--- config.mk ---
export PLATFORM = sky130hd
export DESIGN_NAME = traffic_phase_scheduler
export DESIGN_NICKNAME = d
export VERILOG_FILES = /design/src/rtl/traffic_phase_scheduler.sv
export SDC_FILE = /design/constraint.sdc
export NUM_CORES = 1
export LEC_CHECK = 0
export CAP_MARGIN = 20
export CELL_PAD_IN_SITES_DETAIL_PLACEMENT = 1
export CELL_PAD_IN_SITES_GLOBAL_PLACEMENT = 1
export CORE_MARGIN = 4
export CORE_UTILIZATION = 39
export CTS_CLUSTER_DIAMETER = 30
export DETAILED_ROUTE_END_ITERATION = 12
export PLACE_DENSITY_LB_ADDON = 0.25
export SYNTH_ARGS = -nofsm -noshare
export SYNTH_HDL_FRONTEND = slang
export SYNTH_SLANG_ARGS = --single-unit
--- constraint.sdc ---
create_clock -name clk -period 2.04 [get_ports clk]
set_clock_uncertainty 0.05 [all_clocks]
set_input_delay 0.51 -clock clk [delete_from_list [all_inputs] [get_ports clk]]
set_output_delay 0.51 -clock clk [all_outputs]
set_load 0.01 [all_outputs]
--- src/rtl/traffic_phase_scheduler.sv ---
// Demand-driven phase scheduler for a two-road intersection
// with an all-red pedestrian WALK phase.
module traffic_phase_scheduler #(
  parameter int MIN_GREEN = 5,
  parameter int MAX_GREEN = 15,
  parameter int YELLOW    = 2,
  parameter int ALL_RED   = 1,
  parameter int WALK      = 4,
  parameter int CW        = 5
) (
  input  logic       clk,
  input  logic       rst,
  input  logic       ns_req,
  input  logic       ew_req,
  input  logic       ped_req,
  output logic [1:0] ns_light,
  output logic [1:0] ew_light,
  output logic       walk,
  output logic       ped_ack,
  output logic [2:0] phase
);

  typedef enum logic [2:0] {
    AR  = 3'd0,
    NSG = 3'd1,
    NSY = 3'd2,
    EWG = 3'd3,
    EWY = 3'd4,
    PED = 3'd5
  } state_t;

  localparam logic [1:0] RED = 2'b00;
  localparam logic [1:0] YEL = 2'b01;
  localparam logic [1:0] GRN = 2'b10;

  localparam logic [CW-1:0] T_MING = CW'(MIN_GREEN - 1);
  localparam logic [CW-1:0] T_MAXG = CW'(MAX_GREEN - 1);
  localparam logic [CW-1:0] T_YEL  = CW'(YELLOW - 1);
  localparam logic [CW-1:0] T_AR   = CW'(ALL_RED - 1);
  localparam logic [CW-1:0] T_WALK = CW'(WALK - 1);

  state_t        state;
  state_t        nxt;
  logic [CW-1:0] timer;
  logic          last_road;
  logic          ped_pend;
  logic          chg;
  logic [1:0]    ns_n;
  logic [1:0]    ew_n;

  // Next-state selection; greens yield to conflicting demand after MIN
  always_comb begin
    nxt = AR;
    case (state)
      AR: begin
        if (timer != T_AR)  nxt = AR;
        else if (ped_pend)  nxt = PED;
        else if (last_road) nxt = NSG;
        else                nxt = EWG;
      end
      NSG: begin
        if ((timer >= T_MING && (ew_req || ped_pend)) ||
            timer == T_MAXG)
          nxt = NSY;
        else
          nxt = NSG;
      end
      EWG: begin
        if ((timer >= T_MING && (ns_req || ped_pend)) ||
            timer == T_MAXG)
          nxt = EWY;
        else
          nxt = EWG;
      end
      NSY: nxt = (timer == T_YEL) ? AR : NSY;
      EWY: nxt = (timer == T_YEL) ? AR : EWY;
      PED: nxt = (timer == T_WALK) ? AR : PED;
      default: nxt = AR;
    endcase
  end

  assign chg = (nxt != state);

  // Light codes for the state about to be entered
  always_comb begin
    ns_n = RED;
    ew_n = RED;
    case (nxt)
      NSG: ns_n = GRN;
      NSY: ns_n = YEL;
      EWG: ew_n = GRN;
      EWY: ew_n = YEL;
      default: begin
        ns_n = RED;
        ew_n = RED;
      end
    endcase
  end

  // State, timer, service history, pending walk and registered outputs
  always_ff @(posedge clk) begin
    if (rst) begin
      state     <= AR;
      timer     <= '0;
      last_road <= 1'b1;
      ped_pend  <= 1'b0;
      ns_light  <= RED;
      ew_light  <= RED;
      walk      <= 1'b0;
      ped_ack   <= 1'b0;
      phase     <= 3'd0;
    end else begin
      state <= nxt;
      timer <= chg ? '0 : timer + 1'b1;
      if (chg && nxt == NSG) last_road <= 1'b0;
      if (chg && nxt == EWG) last_road <= 1'b1;
      if (chg && nxt == PED)
        ped_pend <= 1'b0;
      else if (ped_req && state != PED)
        ped_pend <= 1'b1;
      ns_light <= ns_n;
      ew_light <= ew_n;
      walk     <= (nxt == PED);
      ped_ack  <= chg && (nxt == PED);
      phase    <= nxt;
    end
  end

endmodule
Yosys cells after proc, flatten, opt, wreduce, memory -nomap -nowiden
Index checks and enable logic that the tools add are counted.
Operators by class
  add/sub/neg operators: 1
  magnitude comparators: 1
  equality and inequality tests: 15
  multiplexer cells: 11
  reductions and logical operators: 15
Operators by type and width (count)
  $pmux 3 s6: 1
  $mux 3: 5
  $eq 3x2->1 const B: 4
  $eq 3x3->1 const B: 4
  $pmux 2 s2: 2
  $eq 3x1->1 const B: 2
  $logic_and 1x1->1: 6
  $mux 2: 3
  $reduce_or 2->1: 3
  $add 5x1->5 const B: 1
  $eq 5x1->1 const B: 1
  $eq 5x2->1 const B: 1
  $eq 5x4->1 const B: 1
  $ge 5x3->1 const B: 1
  $reduce_bool 5->1: 1
  $logic_or 1x1->1: 4
  $logic_not 3->1: 1
  $ne 3x3->1: 1
  $ne 3x3->1 const B: 1
Storage, ports and cells
  bits in registers: 16
  word-level logic and storage cells: 51

Logic depth before layout (Yosys ltp)
Gate-level depths: netlist (run 1).
  word-level depth: 8
  depth in mapped cells: 7

Least setup slack after synthesis (run 1)
No wires, ideal clock.
  kind: reg-to-reg
  from: register timer[0]
  to: register last_road
  arrival time: 1.654 ns
  required time: 1.870 ns
  path slack: 0.217 ns
  cell stages (with the launch flop): 8
  buffers on the path: 0
  period minus slack after synthesis: 1.823 ns
  cell sequence: dfxtp_1 inv_1 ha_1 or4b_4 nor2_4 a211o_1 o2111ai_1 a211o_1
On the way
  cells in the longest elaborated chain, start to end: 8
  elaborated cells on any way between the ends: 22
RTL lines
  start, declared: line 44  | logic [CW-1:0] timer;
  start signal, assigned: line 114  | timer <= chg ? '0 : timer + 1'b1;
  $ge 5x3->1: line 62, 69
  $logic_and 1x1->1 (on tied branches): line 69, 62
  $logic_or 1x1->1 (on tied branches): line 69, 62
  $mux 3 / $mux 2 (equally long branches): line 69, 62
  $pmux 3 s6 *: line 54  | case (state)
  $ne 3x3->1 / $eq 3x2->1 (equally long branches): line 82, 116
  $logic_and 1x1->1: line 116  | if (chg && nxt == EWG) last_road <= 1'b1;
  $reduce_or 2->1 (no source line)
  end signal, assigned: line 105  | last_road <= 1'b1;
  end signal, assigned: line 115  | if (chg && nxt == NSG) last_road <= 1'b0;
  end signal, assigned: line 116
  end, declared: line 45  | logic last_road;
Mark *: on every way between the ends. The rest lies on a longest branch, timed or not.
A chain may end at the register's enable or synchronous reset.

Final worst setup path (run 1)
  from: register timer[1]
  to: register last_road
Same word-level chain as after synthesis.

==> out/results.txt, run 1 <==
The H-tree depth came out at 1. The number of flip-flops and latches in the synthesized netlist came out at 16. The height of the chip came out at 55.7 um.

The initial standard-cell utilization of the core was 43.0%. The mapped netlist covers 886 um^2. The top-area cell type share of the netlist area is 36.2%. For the number of standard cells after synthesis, the log shows 92. The combinational family with the most area after synthesis was simple AND/OR/NAND/NOR gates. Static timing analysis puts the maximum clock frequency at 505 MHz. The number of enable-type register cells in the synthesized netlist was 0; the minimum hold slack was 0.497 ns. Share of the synthesized area in compound gates (AO/OA/AOI/OAI): 21.3%. The analysis attributes to cell leakage a power of 0.468 nW.

In the final design database the tool counted 129 nets. Setup violations remaining at the end of the flow were counted as 0. The count of unique library cells instantiated by Yosys came out at 39. The logs give 1110 um^2 for the placed cell area and 146 for the count of placed standard cells in the final layout, fillers left out. The data arrival at the endpoint of the critical path is 2.12 ns, and the setup TNS is 0 ns. Most area-hungry cell type in the Yosys netlist: dfxtp_1.

Measured along the x axis, the die boundary spans 55.7 um. The first-pass iteration count of the detailed router is 4, and the normalized max-slew margin is 71.6%. The period utilization was 97.0%. Number of max-slew violations in the final report: 0.

IR analysis of the VDD net gives a maximum drop of 0.705 mV. The largest fanout on the critical path was 7; the average routed wire per standard cell was 16.0 um. The run gives 3 as the number of buffers created by CTS.

The wire length of the first global-routing pass was 4120 um; the maximum count of clock buffers along a single path was 2. The core area is 2060 um^2, and the post-CTS clock slew at the launch and capture registers of the worst setup and hold paths is 0.10 ns. Among the stages of the critical path, the cell type that occurs most often is a211o_1. The number of buffers and inverters on the critical path works out to 1. The global-route usage over all layers was 16.8%; the number of global-route vias before repair was 860. Entering global routing, the biggest net connects 10 pins.

The source-to-sink clock delay at the later pin of the worst-skew pair is 0.29 ns, and the number of cells on the critical path is 7. In the routed layout, each cell is associated on average with a via count of 5.26. The synthesized netlist devotes 2.97% of its cell area to XOR and XNOR gates.

The number of placement rows is 16. Slew at the pin closest to its max-slew limit: 0.425 ns. The critical setup path kind was reg -> reg. In this run the worst hold path is classified as reg -> reg. During placement, the flow inserted port buffers numbering 13. The final weighted congestion in routability-driven placement is 0.913. The post-detailed-placement half-perimeter wirelength is 1850 um, and the iteration-0 DRC count of the detailed router is 12.

The final critical-path required period was 1.98 ns; the depth of the worst hold-timing path was 1. In the synthesized netlist the async set-or-reset flop fraction comes to 0%. The critical path goes through inv_2, ha_1, or4b_4, nor2_4, a211o_1, o2111ai_1, a211o_1. The tool flagged a number of max-cap violations equal to 0. Setup repair after global routing could not meet its margin everywhere.

The number of antenna violations at the first check in global routing is 0. The detail route stage leaves a number of antenna-violating nets equal to 0. Of the cells placed in the final design, the portion with a size suffix greater than 1 is 29.4%. The number of cells traversed by the worst register-to-register path is 7. The simple logic cell fraction of the synthesized area was 26.7%. The peak per-stage delay on the critical path is 0.52 ns. The tools report the number of vias in the routed layout as 768. TritonCTS built the clock tree. Dividing total power by cell area gives a power density of 1320 nW/um^2. Overall overflow remaining after global route: 0. Mean instance size in the synthesized netlist: 9.63 um^2.

The run finished with clean final reports. 14 I/O pins were placed. STA classifies the critical path startpoint as a register. Once placement completed, the tool counted placed cells totaling 140. After detailed routing, the number of remaining DRC violations is 0.

The number of antenna repair diodes is 0, and the proportion of synthesized area in mux cells is 1.13%. The portion of the post-synthesis area used by sequential elements is 36.2%, and the number of synthesis warnings is 0. The worst slack at placement is -0.316 ns. The root buffer cell chosen for the clock tree is clkbuf_4. The area share of fa/ha/maj cells after synthesis is 5.65%, and the final critical-path setup slack is 0.0616 ns.

STA classifies the critical path endpoint as a register. By area the synthesized netlist is led by dfxtp_1 36%, ha_1 5.6%, a21oi_1 3.4%. The floorplan step defined a die boundary enclosing 3100 um^2.

The worst endpoint required time is 2.18 ns. The most used flip-flop cell after synthesis is dfxtp_1. The slowest cell on the critical path was or4b_4. Cell type group with the largest total delay on the critical path: simple AND/OR/NAND/NOR gates. The final cell area excluding filler cells is 1170 um^2.

Relative to the synthesized area, the layout overhead comes to 32.5%. The tools report the number of failing hold endpoints at the final stage as 0. For this block, the routed nets add up to 2340 um of wire. When the netlist entered floorplanning its net count stood at 101.

The run gives 16 as the count of clock tree sinks.
## worst register-to-register path, cell delays in order (launching register included)
cell and delay (ns):
dfxtp_2 0.35, inv_2 0.06, ha_1 0.14, or4b_4 0.52
nor2_4 0.23, a211o_1 0.12, o2111ai_1 0.10, a211o_1 0.30
## cells in the final DEF, fill, tap and decap left out, types with 2 or more instances in the layout
cell             netlist  final
nand3b_1               3      3
dfxtp_1               16     14
buf_4                  0     14
nor2_1                 7      6
clkbuf_4               0      3
xor2_1                 2      2
o32ai_1                2      2
o21ai_0                2      2
dfxtp_2                0      2
a21oi_2                1      2
nand3_1                3      3
inv_2                  0      2
nand2_1                4      4
clkdlybuf4s50_1        0     13
a21oi_1                6      5
inv_1                  6      4
nor2b_1                2      2
ha_1                   4      4
a211o_1                2      2
nor3_1                 6      6
and2_1                 2      2
## cells by family (layout without fill, tap and decap cells)
family,after synthesis,in the layout
simple gates,37,37
buf+inv,10,37
flops,16,16
fa+ha+maj,4,4
compound gates,21,21
mux,1,1
xor+xnor,3,3
## power breakdown
group	switching, mW	internal, mW	leakage, nW	total [mW]
Clock	0.106	0.109	0.0210	0.215
Sequential	0.0560	0.387	0.131	0.443
Combinational	0.434	0.452	0.316	0.885
Total	0.596	0.948	0.468	1.54
## cells in the mapped netlist (2+ instances only)
cell      instances
dfxtp_1          16
nor2_1            7
a21oi_1           6
inv_1             6
nor3_1            6
ha_1              4
nand2_1           4
nand3_1           3
nand3b_1          3
a211o_1           2
and2_1            2
buf_6             2
nor2b_1           2
o21ai_0           2
o32ai_1           2
xor2_1            2
## layout make-up
| cell class | instances | area [um^2] |
|---|---|---|
| fillers | 239 | 888 |
| multi-input cells | 66 | 523 |
| flip-flops and latches | 16 | 323 |
| repair buffers | 27 | 235 |
| clock buffers | 4 | 36.3 |
| well taps | 27 | 33.8 |
| inverters | 6 | 22.5 |
## per-stage QoR
| step | total power, mW | util (%) |
|---|---|---|
| final | 1.54 | 56.9 |
| after global routing | 1.66 | 56.9 |
| after CTS | 1.49 | 55.6 |
| after global placement | 1.23 | 53.8 |
| after floorplan | 0.944 | - |
| after detailed placement | 1.27 | 53.8 |
## metal layers
layer | GRT usage (%) | vias to the layer above | share of wire (%)
li1 | - | 386 | -
met1 | 20.3 | 374 | 48
met2 | 28.5 | 6 | 49
met3 | 4.41 | 2 | 2.6
met4 | 5.56 | 0 | 0.64
met5 | 0 | - | 0
## final timing paths
kind                  start         to  slack [ns]
hold reg to reg   last_road  last_road        0.50
setup reg to reg   timer[1]  last_road        0.06
setup / recovery   timer[1]  last_road        0.06
hold / removal    last_road  last_road        0.50
## what timing repair did
| action | CTS | global route |
|---|---|---|
| setup endpoints to repair | 1 | 4 |
| hold buffers | 0 | 0 |
| pin swaps | 0 | 2 |
| resized for setup | 1 | 6 |
| setup buffers | 0 | 2 |
## state kept, by name, indices dropped and copies added, names as in the netlist
signal / count
walk: 1
ped_pend: 1
ped_ack: 1
last_road: 1
timer: 5
state: 3
ns_light: 2
ew_light: 2
(Power assumes the default switching activity.)
==> inputs of run 2 (changes only) <==
--- a/config.mk
+++ b/config.mk
@@ -10,7 +10,6 @@
 export CELL_PAD_IN_SITES_GLOBAL_PLACEMENT = 1
 export CORE_MARGIN = 4
 export CORE_UTILIZATION = 39
-export CTS_CLUSTER_DIAMETER = 30
 export DETAILED_ROUTE_END_ITERATION = 12
 export PLACE_DENSITY_LB_ADDON = 0.25
 export SYNTH_ARGS = -nofsm -noshare
==> results of run 2 <==
The final DEF is identical to that of run 1; final timing and power are the same.
